$ cat config.mk
export PLATFORM = sky130hd
export DESIGN_NAME = predecode_encoder_4_2_flat
export DESIGN_NICKNAME = d
export VERILOG_FILES = /design/src/rtl/predec_enc_pkg.sv /design/src/rtl/predecode_encoder_4_2_if.sv /design/src/rtl/predec_enc_group.sv /design/src/rtl/predecode_encoder_4_2.sv /design/src/flat_wrapper.sv
export SDC_FILE = /design/constraint.sdc
export NUM_CORES = 1
export LEC_CHECK = 0
export CELL_PAD_IN_SITES_DETAIL_PLACEMENT = 0
export CELL_PAD_IN_SITES_GLOBAL_PLACEMENT = 1
export CORE_MARGIN = 2
export CORE_UTILIZATION = 29
export CTS_CLUSTER_SIZE = 14
export DETAILED_ROUTE_END_ITERATION = 6
export PLACE_DENSITY_LB_ADDON = 0.1
export SYNTH_ARGS = -nofsm -noshare
export SYNTH_HDL_FRONTEND = slang
export SYNTH_HIERARCHICAL = 1
export SYNTH_SLANG_ARGS = --single-unit
$ cat constraint.sdc
create_clock -name clk -period 4.4 [get_ports clk]
set_input_delay 0.88 -clock clk [delete_from_list [all_inputs] [get_ports clk]]
set_output_delay 0.88 -clock clk [all_outputs]
set_load 0.005 [all_outputs]
$ cat src/rtl/predec_enc_pkg.sv
// Shared types and constants for the 4->2 active-low predecode encoder.
package predec_enc_pkg;

    localparam int GRP_LINES  = 4;
    localparam int GRP_CODE_W = 2;

    typedef logic [GRP_LINES-1:0]  grp_lines_t;
    typedef logic [GRP_CODE_W-1:0] grp_code_t;

    typedef enum logic [0:0] {
        RUN      = 1'b0,
        ERR_HOLD = 1'b1
    } fsm_state_t;

endpackage

$ cat src/rtl/predecode_encoder_4_2_if.sv
// Input/output handshake bundle of predecode_encoder_4_2.
// Optional addr_par member appears when PREDEC_ENC_PARITY_EN is defined.
interface predecode_encoder_4_2_if
    import predec_enc_pkg::*;
#(
    parameter int NUM_GROUPS = 2
);
    logic [GRP_LINES*NUM_GROUPS-1:0]  pre_in;
    logic                             in_valid;
    logic                             in_ready;
    logic [GRP_CODE_W*NUM_GROUPS-1:0] addr_out;
    logic                             addr_err;
    logic                             out_valid;
    logic                             out_ready;
`ifdef PREDEC_ENC_PARITY_EN
    logic                             addr_par;

    modport master (
        output pre_in, in_valid, out_ready,
        input  in_ready, addr_out, addr_err, out_valid, addr_par
    );
    modport slave (
        input  pre_in, in_valid, out_ready,
        output in_ready, addr_out, addr_err, out_valid, addr_par
    );
`else
    modport master (
        output pre_in, in_valid, out_ready,
        input  in_ready, addr_out, addr_err, out_valid
    );
    modport slave (
        input  pre_in, in_valid, out_ready,
        output in_ready, addr_out, addr_err, out_valid
    );
`endif
endinterface

$ cat src/rtl/predec_enc_group.sv
// One active-low 4-line group back to its 2-bit code; bad=1 unless exactly one line is low.
module predec_enc_group
    import predec_enc_pkg::*;
(
    input  grp_lines_t lines,
    output grp_code_t  code,
    output logic       bad
);

    always_comb begin
        code = 2'b00;
        bad  = 1'b0;
        unique case (lines)
            4'b1110: code = 2'd0;
            4'b1101: code = 2'd1;
            4'b1011: code = 2'd2;
            4'b0111: code = 2'd3;
            default: bad  = 1'b1;
        endcase
    end

endmodule

$ cat src/rtl/predecode_encoder_4_2.sv
// Predecode encoder: per-group 4->2 encode, 2-entry valid/ready buffer, RUN/ERR_HOLD FSM
// and saturating malformed-code counter. Define PREDEC_ENC_PARITY_EN to add addr_par.
module predecode_encoder_4_2
    import predec_enc_pkg::*;
#(
    parameter int NUM_GROUPS  = 2,
    parameter int ERR_CNT_W   = 8,
    parameter bit STOP_ON_ERR = 1'b1
) (
    input  logic                   clk,
    input  logic                   rst,
    predecode_encoder_4_2_if.slave bus,
    input  logic                   err_clear,
    output logic [ERR_CNT_W-1:0]   err_cnt,
    output logic                   halted
);

    localparam int ADDR_W = GRP_CODE_W * NUM_GROUPS;
    localparam int DEPTH  = 2;
    localparam logic [ERR_CNT_W-1:0] ERR_CNT_MAX = '1;

    logic [ADDR_W-1:0]     enc_addr;
    logic [NUM_GROUPS-1:0] grp_bad;
    logic                  enc_err;

    for (genvar g = 0; g < NUM_GROUPS; g++) begin : g_grp
        predec_enc_group u_grp (
            .lines (bus.pre_in[g*GRP_LINES +: GRP_LINES]),
            .code  (enc_addr[g*GRP_CODE_W +: GRP_CODE_W]),
            .bad   (grp_bad[g])
        );
    end

    assign enc_err = |grp_bad;

    logic [ADDR_W-1:0]    addr_q [DEPTH];
    logic [ADDR_W-1:0]    addr_d [DEPTH];
    logic [DEPTH-1:0]     err_q, err_d;
`ifdef PREDEC_ENC_PARITY_EN
    logic [DEPTH-1:0]     par_q, par_d;
`endif
    logic                 rd_ptr_q, rd_ptr_d;
    logic                 wr_ptr_q, wr_ptr_d;
    logic [1:0]           count_q, count_d;
    logic [ERR_CNT_W-1:0] err_cnt_q, err_cnt_d;
    // live_q holds in_ready low until the first edge after reset release.
    logic                 live_q;
    fsm_state_t           state_q;
    logic                 halted_q;

    logic in_ready, out_valid, push, pop, bad_push;

    assign in_ready  = live_q && (count_q < 2'd2) && (state_q == RUN);
    assign out_valid = (count_q != 2'd0);
    assign push      = bus.in_valid && in_ready;
    assign pop       = out_valid && bus.out_ready;
    assign bad_push  = push && enc_err;

    always_comb begin
        addr_d   = addr_q;
        err_d    = err_q;
`ifdef PREDEC_ENC_PARITY_EN
        par_d    = par_q;
`endif
        rd_ptr_d = rd_ptr_q;
        wr_ptr_d = wr_ptr_q;
        if (push) begin
            addr_d[wr_ptr_q] = enc_addr;
            err_d[wr_ptr_q]  = enc_err;
`ifdef PREDEC_ENC_PARITY_EN
            par_d[wr_ptr_q]  = ^enc_addr;
`endif
            wr_ptr_d = ~wr_ptr_q;
        end
        if (pop) begin
            rd_ptr_d = ~rd_ptr_q;
        end
        count_d = count_q + {1'b0, push} - {1'b0, pop};
    end

    // A bad word accepted alongside err_clear still counts as the first new event.
    always_comb begin
        err_cnt_d = err_cnt_q;
        if (err_clear) begin
            err_cnt_d = bad_push ? ERR_CNT_W'(1) : '0;
        end else if (bad_push && (err_cnt_q != ERR_CNT_MAX)) begin
            err_cnt_d = err_cnt_q + ERR_CNT_W'(1);
        end
    end

    always_ff @(posedge clk or posedge rst) begin
        if (rst) begin
            for (int i = 0; i < DEPTH; i++) begin
                addr_q[i] <= '0;
            end
            err_q     <= '0;
`ifdef PREDEC_ENC_PARITY_EN
            par_q     <= '0;
`endif
            rd_ptr_q  <= 1'b0;
            wr_ptr_q  <= 1'b0;
            count_q   <= 2'd0;
            err_cnt_q <= '0;
            live_q    <= 1'b0;
        end else begin
            addr_q    <= addr_d;
            err_q     <= err_d;
`ifdef PREDEC_ENC_PARITY_EN
            par_q     <= par_d;
`endif
            rd_ptr_q  <= rd_ptr_d;
            wr_ptr_q  <= wr_ptr_d;
            count_q   <= count_d;
            err_cnt_q <= err_cnt_d;
            live_q    <= 1'b1;
        end
    end

    always_ff @(posedge clk or posedge rst) begin
        if (rst) begin
            state_q  <= RUN;
            halted_q <= 1'b0;
        end else begin
            unique case (state_q)
                RUN: begin
                    if (STOP_ON_ERR && bad_push) begin
                        state_q  <= ERR_HOLD;
                        halted_q <= 1'b1;
                    end
                end
                ERR_HOLD: begin
                    if (err_clear) begin
                        state_q  <= RUN;
                        halted_q <= 1'b0;
                    end
                end
                default: begin
                    state_q  <= RUN;
                    halted_q <= 1'b0;
                end
            endcase
        end
    end

    assign bus.in_ready  = in_ready;
    assign bus.out_valid = out_valid;
    assign bus.addr_out  = addr_q[rd_ptr_q];
    assign bus.addr_err  = err_q[rd_ptr_q];
`ifdef PREDEC_ENC_PARITY_EN
    assign bus.addr_par  = par_q[rd_ptr_q];
`endif
    assign err_cnt = err_cnt_q;
    assign halted  = halted_q;

endmodule

$ cat src/flat_wrapper.sv
// flat-port wrapper written by rule: the top's interface ports become plain ports
module predecode_encoder_4_2_flat import predec_enc_pkg::*;
#(
    parameter int NUM_GROUPS  = 2,
    parameter int ERR_CNT_W   = 8,
    parameter bit STOP_ON_ERR = 1'b1
)
  (clk, rst, err_clear, err_cnt, halted, bus_pre_in, bus_in_valid, bus_out_ready, bus_in_ready, bus_addr_out, bus_addr_err, bus_out_valid);
  predecode_encoder_4_2_if #(.NUM_GROUPS(NUM_GROUPS)) bus_i ();
  input  logic clk;
  input  logic rst;
  input  logic err_clear;
  output logic [ERR_CNT_W-1:0] err_cnt;
  output logic halted;
  input wire logic [$bits(bus_i.pre_in)-1:0] bus_pre_in;
  input wire logic [$bits(bus_i.in_valid)-1:0] bus_in_valid;
  input wire logic [$bits(bus_i.out_ready)-1:0] bus_out_ready;
  output wire logic [$bits(bus_i.in_ready)-1:0] bus_in_ready;
  output wire logic [$bits(bus_i.addr_out)-1:0] bus_addr_out;
  output wire logic [$bits(bus_i.addr_err)-1:0] bus_addr_err;
  output wire logic [$bits(bus_i.out_valid)-1:0] bus_out_valid;
  assign bus_i.pre_in = bus_pre_in;
  assign bus_i.in_valid = bus_in_valid;
  assign bus_i.out_ready = bus_out_ready;
  assign bus_in_ready = bus_i.in_ready;
  assign bus_addr_out = bus_i.addr_out;
  assign bus_addr_err = bus_i.addr_err;
  assign bus_out_valid = bus_i.out_valid;
  predecode_encoder_4_2 #(.NUM_GROUPS(NUM_GROUPS), .ERR_CNT_W(ERR_CNT_W), .STOP_ON_ERR(STOP_ON_ERR)) u_core (.clk(clk), .rst(rst), .bus(bus_i), .err_clear(err_clear), .err_cnt(err_cnt), .halted(halted));
endmodule
-- Word-level counts from Yosys, hierarchy flattened
Cells that the tools add are included.
- bits in registers: 25
- bits of input ports: 13
- output and inout port bits: 16
- logic and storage cells: 74
- $add $sub $neg: 3
- $lt $le $gt $ge: 7
- eq/ne operators: 11
- multiplexer cells: 24
- bitwise gates (word level): 5
- reduce and logical (&&, ||, !) cells: 14
- operator list (kind ; count):
    $eq 4x4->1 const B ; 6
    $mux 4 ; 4
    $mux 8 ; 2
    $pmux 2 s3 ; 2
    $mux 1 ; 10
    $add 8x1->8 const B ; 1
    $bwmux 8 ; 1
    $eq 4x3->1 const B ; 2
    $logic_and 1x1->1 ; 8
    $ne 8x8->1 const B ; 1
    $reduce_or 4->1 ; 2
    $demux 4 s1 ; 1
    $ge 2x2->1 const B ; 2
    $lt 1x2->1 const B ; 2
    $not 1->2 ; 2
    $pmux 1 s2 ; 2
    $reduce_bool 2->1 ; 2
    $not 1->1 ; 3
    $add 2x1->2 ; 1
    $bwmux 2 ; 1
    $lt 2x1->1 const B ; 1
    $lt 2x2->1 const B ; 1
    $ne 2x1->1 const B ; 1
    $ne 2x2->1 const B ; 1
    5 further kinds ; 5

-- Longest topological paths before layout
Gate-level depths: netlist (run 1).
- depth after elaboration: 8
- mapped depth: 7
- gate-level depth less buffers: 7

-- By module
Netlist (run 1), hierarchy kept.
- by module, submodules not included (module ; times used ; cells an instance ; area an instance (um^2) ; seq. area each (um^2)):
    predecode_encoder_4_2 ; 1 ; 104 ; 1188.6 ; 625.6
    predec_enc_group ; 2 ; 8 ; 65.1 ; 0.0

-- Least setup slack after synthesis (run 1)
Ideal clock, no wire load.
- path kind: input to register
- start: input port bus_pre_in[7]
- end: register u_core.err_cnt_q[5] (netlist: u_core/err_cnt[5])
- setup time: 0.078 ns
- arrival time: 2.234 ns
- required time: 4.322 ns
- slack: 2.088 ns
- stages on the path: 6
- buffers on the path: 0
- cell sequence: xor2_1 > and3_4 > nor3_2 > o221ai_4 > or4_1 > a21oi_1
- word-level cells in the longest chain between the ends: 7
- elaborated cells on any way between the ends: 10
- classes of those cells: eq/ne (4); mux (1); reduce/logical (5)
- RTL lines (element ; RTL line ; source):
    start: declaration ; flat_wrapper.sv:15 ; input wire logic [$bits(bus_i.pre_in)-1:0] bus_pre_in;
    $eq 4x3->1 / $eq 4x4->1 (equally long branches) ; predec_enc_group.sv:13 ; unique case (lines)
    $reduce_or 4->1 (no source line) (*) ; -- ;
    $mux 1 (*) ; predec_enc_group.sv:13 ;
    via u_core.grp_bad[1] ; predecode_encoder_4_2.sv:23 ; logic [NUM_GROUPS-1:0] grp_bad;
    $reduce_or 2->1 (*) ; predecode_encoder_4_2.sv:34 ; assign enc_err = |grp_bad;
    $logic_and 1x1->1 (*) ; predecode_encoder_4_2.sv:57 ; assign bad_push = push && enc_err;
    $logic_and 1x1->1 (*) ; predecode_encoder_4_2.sv:86 ; end else if (bad_push && (err_cnt_q != ERR_CNT_MAX)) begin
    $reduce_bool 2->1 (no source line) (*) ; -- ;
    end signal: assignment ; predecode_encoder_4_2.sv:114 ; err_cnt_q <= err_cnt_d;
    end: declaration ; predecode_encoder_4_2.sv:45 ; logic [ERR_CNT_W-1:0] err_cnt_q, err_cnt_d;
The timed path passes the listed nets; every way through them passes the cells marked *.
A chain may end at the register's enable or synchronous reset.

-- Final worst setup path (run 1)
Same ends and word-level chain as after synthesis.

==> impl_metrics.toml, run 1 <==
[cts]
cts_setup_buffers = 0
cts-resized-gates = 0
cts_buffer_depth = 2
insertion_delay_ns = 0.26
clk_pin_slew_worst_paths_ns = 0.08
clock-sinks = 25
hold_buffers = 0
cts_tree = "built"
cts-root-buf = "clkbuf_8"
htreeDepth = 1
cts_buffers = 3

[min_path]
min_path_type = "register to register"

[die]
die_h_um = 71.4
core_area_sq_mm = 0.00435
num_rows = 24
num_io_pins = 29
die_area_sq_mm = 0.00510
initial_core_util = 0.303
die_w_um = 71.4

[timing]
max_slew_margin = 0.340
fin_crit_sh = 0.612
tightest_slew_ns = 0.988
min_period_ns = 2.69
rsz0062_at_grt = "false"
final.setup.tns_ns = 0
report.final.setup_viol = 0
max_freq_ghz = 0.371
fin_skew_ns = 0.00337
maxSlewViolCount = 0
whs_ns = 0.484
hold_viol = 0

[final_layout]
antenna_cells = 0
multi_input_area_sq_um = 663
drive_gt1_frac = 0.187
area_growth_pct = 29.0
register_area_sq_um = 626
nets = 167
fill_cells = 427

[global_routing]
first_global_vias = 1040
grt_antenna_before_repair = 0
grt_pass1_wl_um = 4600
grt-ovfl-total = 0
grt_start_max_net_pins = 26
grt_util_all_layers = 0.114

[synthesis]
yosys.area.top_type = "dfrtp_1"
synth_common_cells = "dfrtp_1, mux2_2, nor2_1"
syn_area_sq_mm = 0.00132
synth_edf_count = 0
yosysTopAreaCellShare = 0.474
async_flop_share = 1.00
syn_avg_cell_area_sq_um = 11.0
ys_top_cells_by_area = "dfrtp_1, mux2_2, nor2_1"
synthCells = 120
yosys_warnings = 6
synth_nets = 136
yosysSeqAreaShare = 0.474
synth.most_common_cell = "dfrtp_1"
synth.distinct_cells = 37
synth_ff_type = "dfrtp_1"
yosys_register_bits = 25

[routing]
wl_per_cell_um = 13.8
vias = 955
viasPerCell = 4.73
drc = 0
ant_nets = 0
drtPass1Iterations = 4
drt_wl_total_um = 2790
drtIter0Drc = 24

[critical_path]
crit_arrival_ns = 2.88
worst_setup_path_start_kind = "input port"
crit_required_ns = 4.58
worstPathMaxFanout = 7
end_kind = "register"
crit_type = "input port to register"

[placed_design]
place_hpwl_um = 2030
globalplace.congestion = 0.740
io_buffers = 28

[power_and_ir_drop]
p_leak_uw = 0.000690
power_density_mw_per_mm2 = 464
ir_drop_v = 0.000160

[flow_run]
maxCapViolations = 0

[run_status]
status = "completed"
-- per-stage QoR --
step	total power [uW]	utilization	instances	cell area, sq um	setup slack, ns
finish	790	0.391	202	1700	1.71
global route	852	0.391	202	1700	1.61
CTS	808	0.391	202	1700	1.71
detailed placement	670	0.380	198	1660	1.44
global placement	656	0.380	198	1660	1.46
floorplan	528	-	120	1320	2.09
-- final cells by class --
class,instances,area share
clock buffers,4,0.0265
inverters,6,0.0132
multi-input cells,87,0.390
flip-flops and latches,25,0.368
well taps,52,0.0382
repair buffers,28,0.165
-- power breakdown --
group | internal, uW | switching (uW) | leakage, uW
Clock | 64.6 | 69.0 | 0.0000228
Combinational | 192 | 99.9 | 0.000343
Sequential | 306 | 57.9 | 0.000324
Total | 563 | 227 | 0.000690
-- worst paths after layout --
| kind | startpoint | to | slack, ns | cells past startpoint |
|---|---|---|---|---|
| max | bus_pre_in[7] | u_core/err_cnt[5] | 1.71 | 7 |
| min | u_core/err_q[1] | u_core/err_q[1] | 0.48 | 2 |
| max reg2reg | u_core/err_cnt[0] | u_core/err_cnt[5] | 2.58 | 5 |
| min reg2reg | u_core/err_q[1] | u_core/err_q[1] | 0.48 | 2 |
| max in group asynchronous | rst | u_core/err_cnt[4] | 2.65 | 2 |
| min in group asynchronous | rst | u_core/addr_q[6] | 1.15 | 2 |
-- registers in the layout (all words and copies together) (netlist names) --
signal           flops
u_core/halted        1
u_core/live_q        1
u_core/err_q         2
u_core/state_q       1
u_core/addr_q        8
u_core/rd_ptr_q      1
u_core/wr_ptr_q      1
u_core/err_cnt       8
u_core/count_q       2
-- cells by family after synthesis --
| group | share of synthesized area |
|---|---|
| compound gates | 0.0740 |
| flops | 0.474 |
| other cells | 0.00284 |
| simple gates | 0.218 |
| fa+ha+maj | 0.0285 |
| buf+inv | 0.0228 |
| mux | 0.126 |
| xor+xnor | 0.0531 |
-- layer usage --
metal  share of wire  global-route usage  up-vias
met5               0                   0        -
met4          0.0068              0.0377        0
met3           0.043              0.0211        2
met2            0.48               0.205       18
met1            0.47               0.138      453
li1                -                   -      482
-- worst max-delay path, stage by stage --
cell,delay [ns]
clkdlybuf4s50_1,0.48
xor2_1,0.19
and3_4,0.19
nor3_2,0.28
o221ai_4,0.21
or4_1,0.49
a21oi_1,0.15
-- placed cells by master, fill, tap and decap left out, types with 2 or more instances in the layout --
cell type / instances
and3_4: 2
and4b_2: 2
ha_1: 3
nand3_1: 3
a21oi_1: 5
mux2i_1: 2
inv_1: 5
nor3b_1: 3
nor2_1: 12
dfrtp_1: 25
nand2_1: 8
xor2_1: 3
nor3_2: 2
o21ai_0: 2
nand4_1: 2
clkbuf_8: 3
clkdlybuf4s50_1: 28
nor3_1: 2
xnor2_1: 5
mux2_2: 13
a211oi_1: 2
No activity file was read; power rests on OpenSTA's default activity.
==> run 2, diff against run 1 <==
==> constraint.sdc (replaced) <==
create_clock -name clk -period 2.4 [get_ports clk]
set_input_delay 0.48 -clock clk [delete_from_list [all_inputs] [get_ports clk]]
set_output_delay 0.48 -clock clk [all_outputs]
set_load 0.005 [all_outputs]
==> run 2 against run 1 <==
Effect of this change:
- sequential cell count unchanged
- combinational power up 91%
- clock power up 84%
- final area up 4.4%
- first-iteration DRC count up 92%
- critical path type unchanged
- highest routed layer unchanged
==> impl_metrics.toml, run 2 (synthesis gave the netlist of run 1 again) <==
[critical_path]
ff2ff_setup_slack_ns = 0.61
crit_end = "u_core/err_cnt[7]"
r2r_start = "u_core/state_q"
crit_required_ns = 2.54
crit_slowest_cell = "clkdlybuf4s50_1"
worst_setup_path_start_kind = "input port"
crit_type = "input port to register"
crit_chain = "clkdlybuf4s50_1 > xor2_1 > and3_4 > nor3_2 > nor2_1 > nor4_1 > and3_1 > nor3_1"
crit_arrival_ns = 2.41
r2r_end = "u_core/count_q[1]"
reg2regPathDepth = 7
slowest_delay_ns = 0.44
end_kind = "register"
critical_path.startpoint = "bus_pre_in[7]"
worstPathMaxFanout = 5

[cts]
clk_pin_slew_worst_paths_ns = 0.08
cts_buffers = 3
hold_buffers = 0
cts_buffer_depth = 2
clock-sinks = 25
cts-resized-gates = 0
cts_setup_buffers = 0
cts_tree = "built"
insertion_delay_ns = 0.26
cts-root-buf = "clkbuf_8"
htreeDepth = 1

[timing]
whs_ns = 0.496
hold_viol = 0
report.final.setup_viol = 0
fin_crit_sh = 0.950
min_period_ns = 2.28
max_freq_ghz = 0.439
maxSlewViolCount = 0
rsz0062_at_grt = "false"
fin_skew_ns = 0.00330

[global_routing]
grt_util_all_layers = 0.123
first_global_vias = 1055
grt-ovfl-total = 0
grt_antenna_before_repair = 0
grt_start_max_net_pins = 26
grt_pass1_wl_um = 4940

[final_layout]
fill_cells = 455
multi_input_area_sq_um = 663
stdcell_count = 212
register_area_sq_um = 626
drive_gt1_frac = 0.238
antenna_cells = 0
nets = 177
layout_commonest_cell = "clkdlybuf4s50_1"
mostFrequentLayoutCells = "clkdlybuf4s50_1, dfrtp_1, mux2_2"
area_growth_pct = 34.7
fin_util = 0.408

[routing]
drt_wl_total_um = 2850
wl_per_cell_um = 13.4
drtIter0Drc = 46
viasPerCell = 4.84
drtPass1Iterations = 4
ant_nets = 0
vias = 1027
drc = 0

[die]
num_rows = 24
core_area_sq_mm = 0.00435
die_h_um = 71.4
initial_core_util = 0.303
num_io_pins = 29
die_area_sq_mm = 0.00510
die_w_um = 71.4

[power_and_ir_drop]
power_uw = 1460
power_density_mw_per_mm2 = 825
ir_drop_v = 0.000239
p_leak_uw = 0.000740

[placed_design]
io_buffers = 28
globalplace.congestion = 0.712
dp_cells = 208
place_hpwl_um = 2150

[flow_run]
maxCapViolations = 0

[min_path]
min_path_type = "register to register"

[run_status]
status = "completed"
[run 2: power by group]
group          switching, uW  leakage, uW  internal [uW]
registers                101     0.000324            562
logic                    190     0.000393            366
clock network            127    0.0000228            118
[run 2: worst min-delay path by stage]
stage,startpoint,endpoint,slack (ns),depth (start not counted)
finish,u_core/err_q[1],u_core/err_q[1],0.50,2
global route,u_core/err_q[1],u_core/err_q[1],0.52,2
detailed placement,u_core/err_q[1],u_core/err_q[1],0.49,2
global placement,u_core/err_q[1],u_core/err_q[1],0.46,2
CTS,u_core/err_q[1],u_core/err_q[1],0.51,2
floorplan,u_core/err_q[1],u_core/err_q[1],0.44,2
[run 2: per-layer routing]
layer | track usage | share of wire
met1 | 0.171 | 0.46
met2 | 0.195 | 0.50
met3 | 0.0211 | 0.038
met4 | 0.0377 | 0.0060
met5 | 0 | 0
[run 2: critical path, delay by kind of cell]
family,cells,cell delay (ns)
XOR/XNOR,1,0.18
AND/OR/NAND/NOR,6,1.31
buffers and inverters,1,0.44
[run 2: area by class of cell]
class / count / share of cell area
clock buffer: 4 / 0.0254
inverter: 6 / 0.0127
multi-input combinational: 87 / 0.373
sequential: 25 / 0.352
tap: 52 / 0.0366
timing repair buffer: 38 / 0.200
[run 2: through the flow]
| step | area (sq um) | setup slack (ns) | TNS [ns] |
|---|---|---|---|
| final | 1780 | 0.120 | 0 |
| after global routing | 1780 | 0.0261 | 0 |
| after floorplan | 1320 | 0.488 | 0 |
| after detailed placement | 1730 | -0.108 | -0.299 |
| after CTS | 1780 | 0.155 | 0 |
| after global placement | 1730 | -0.122 | -0.175 |
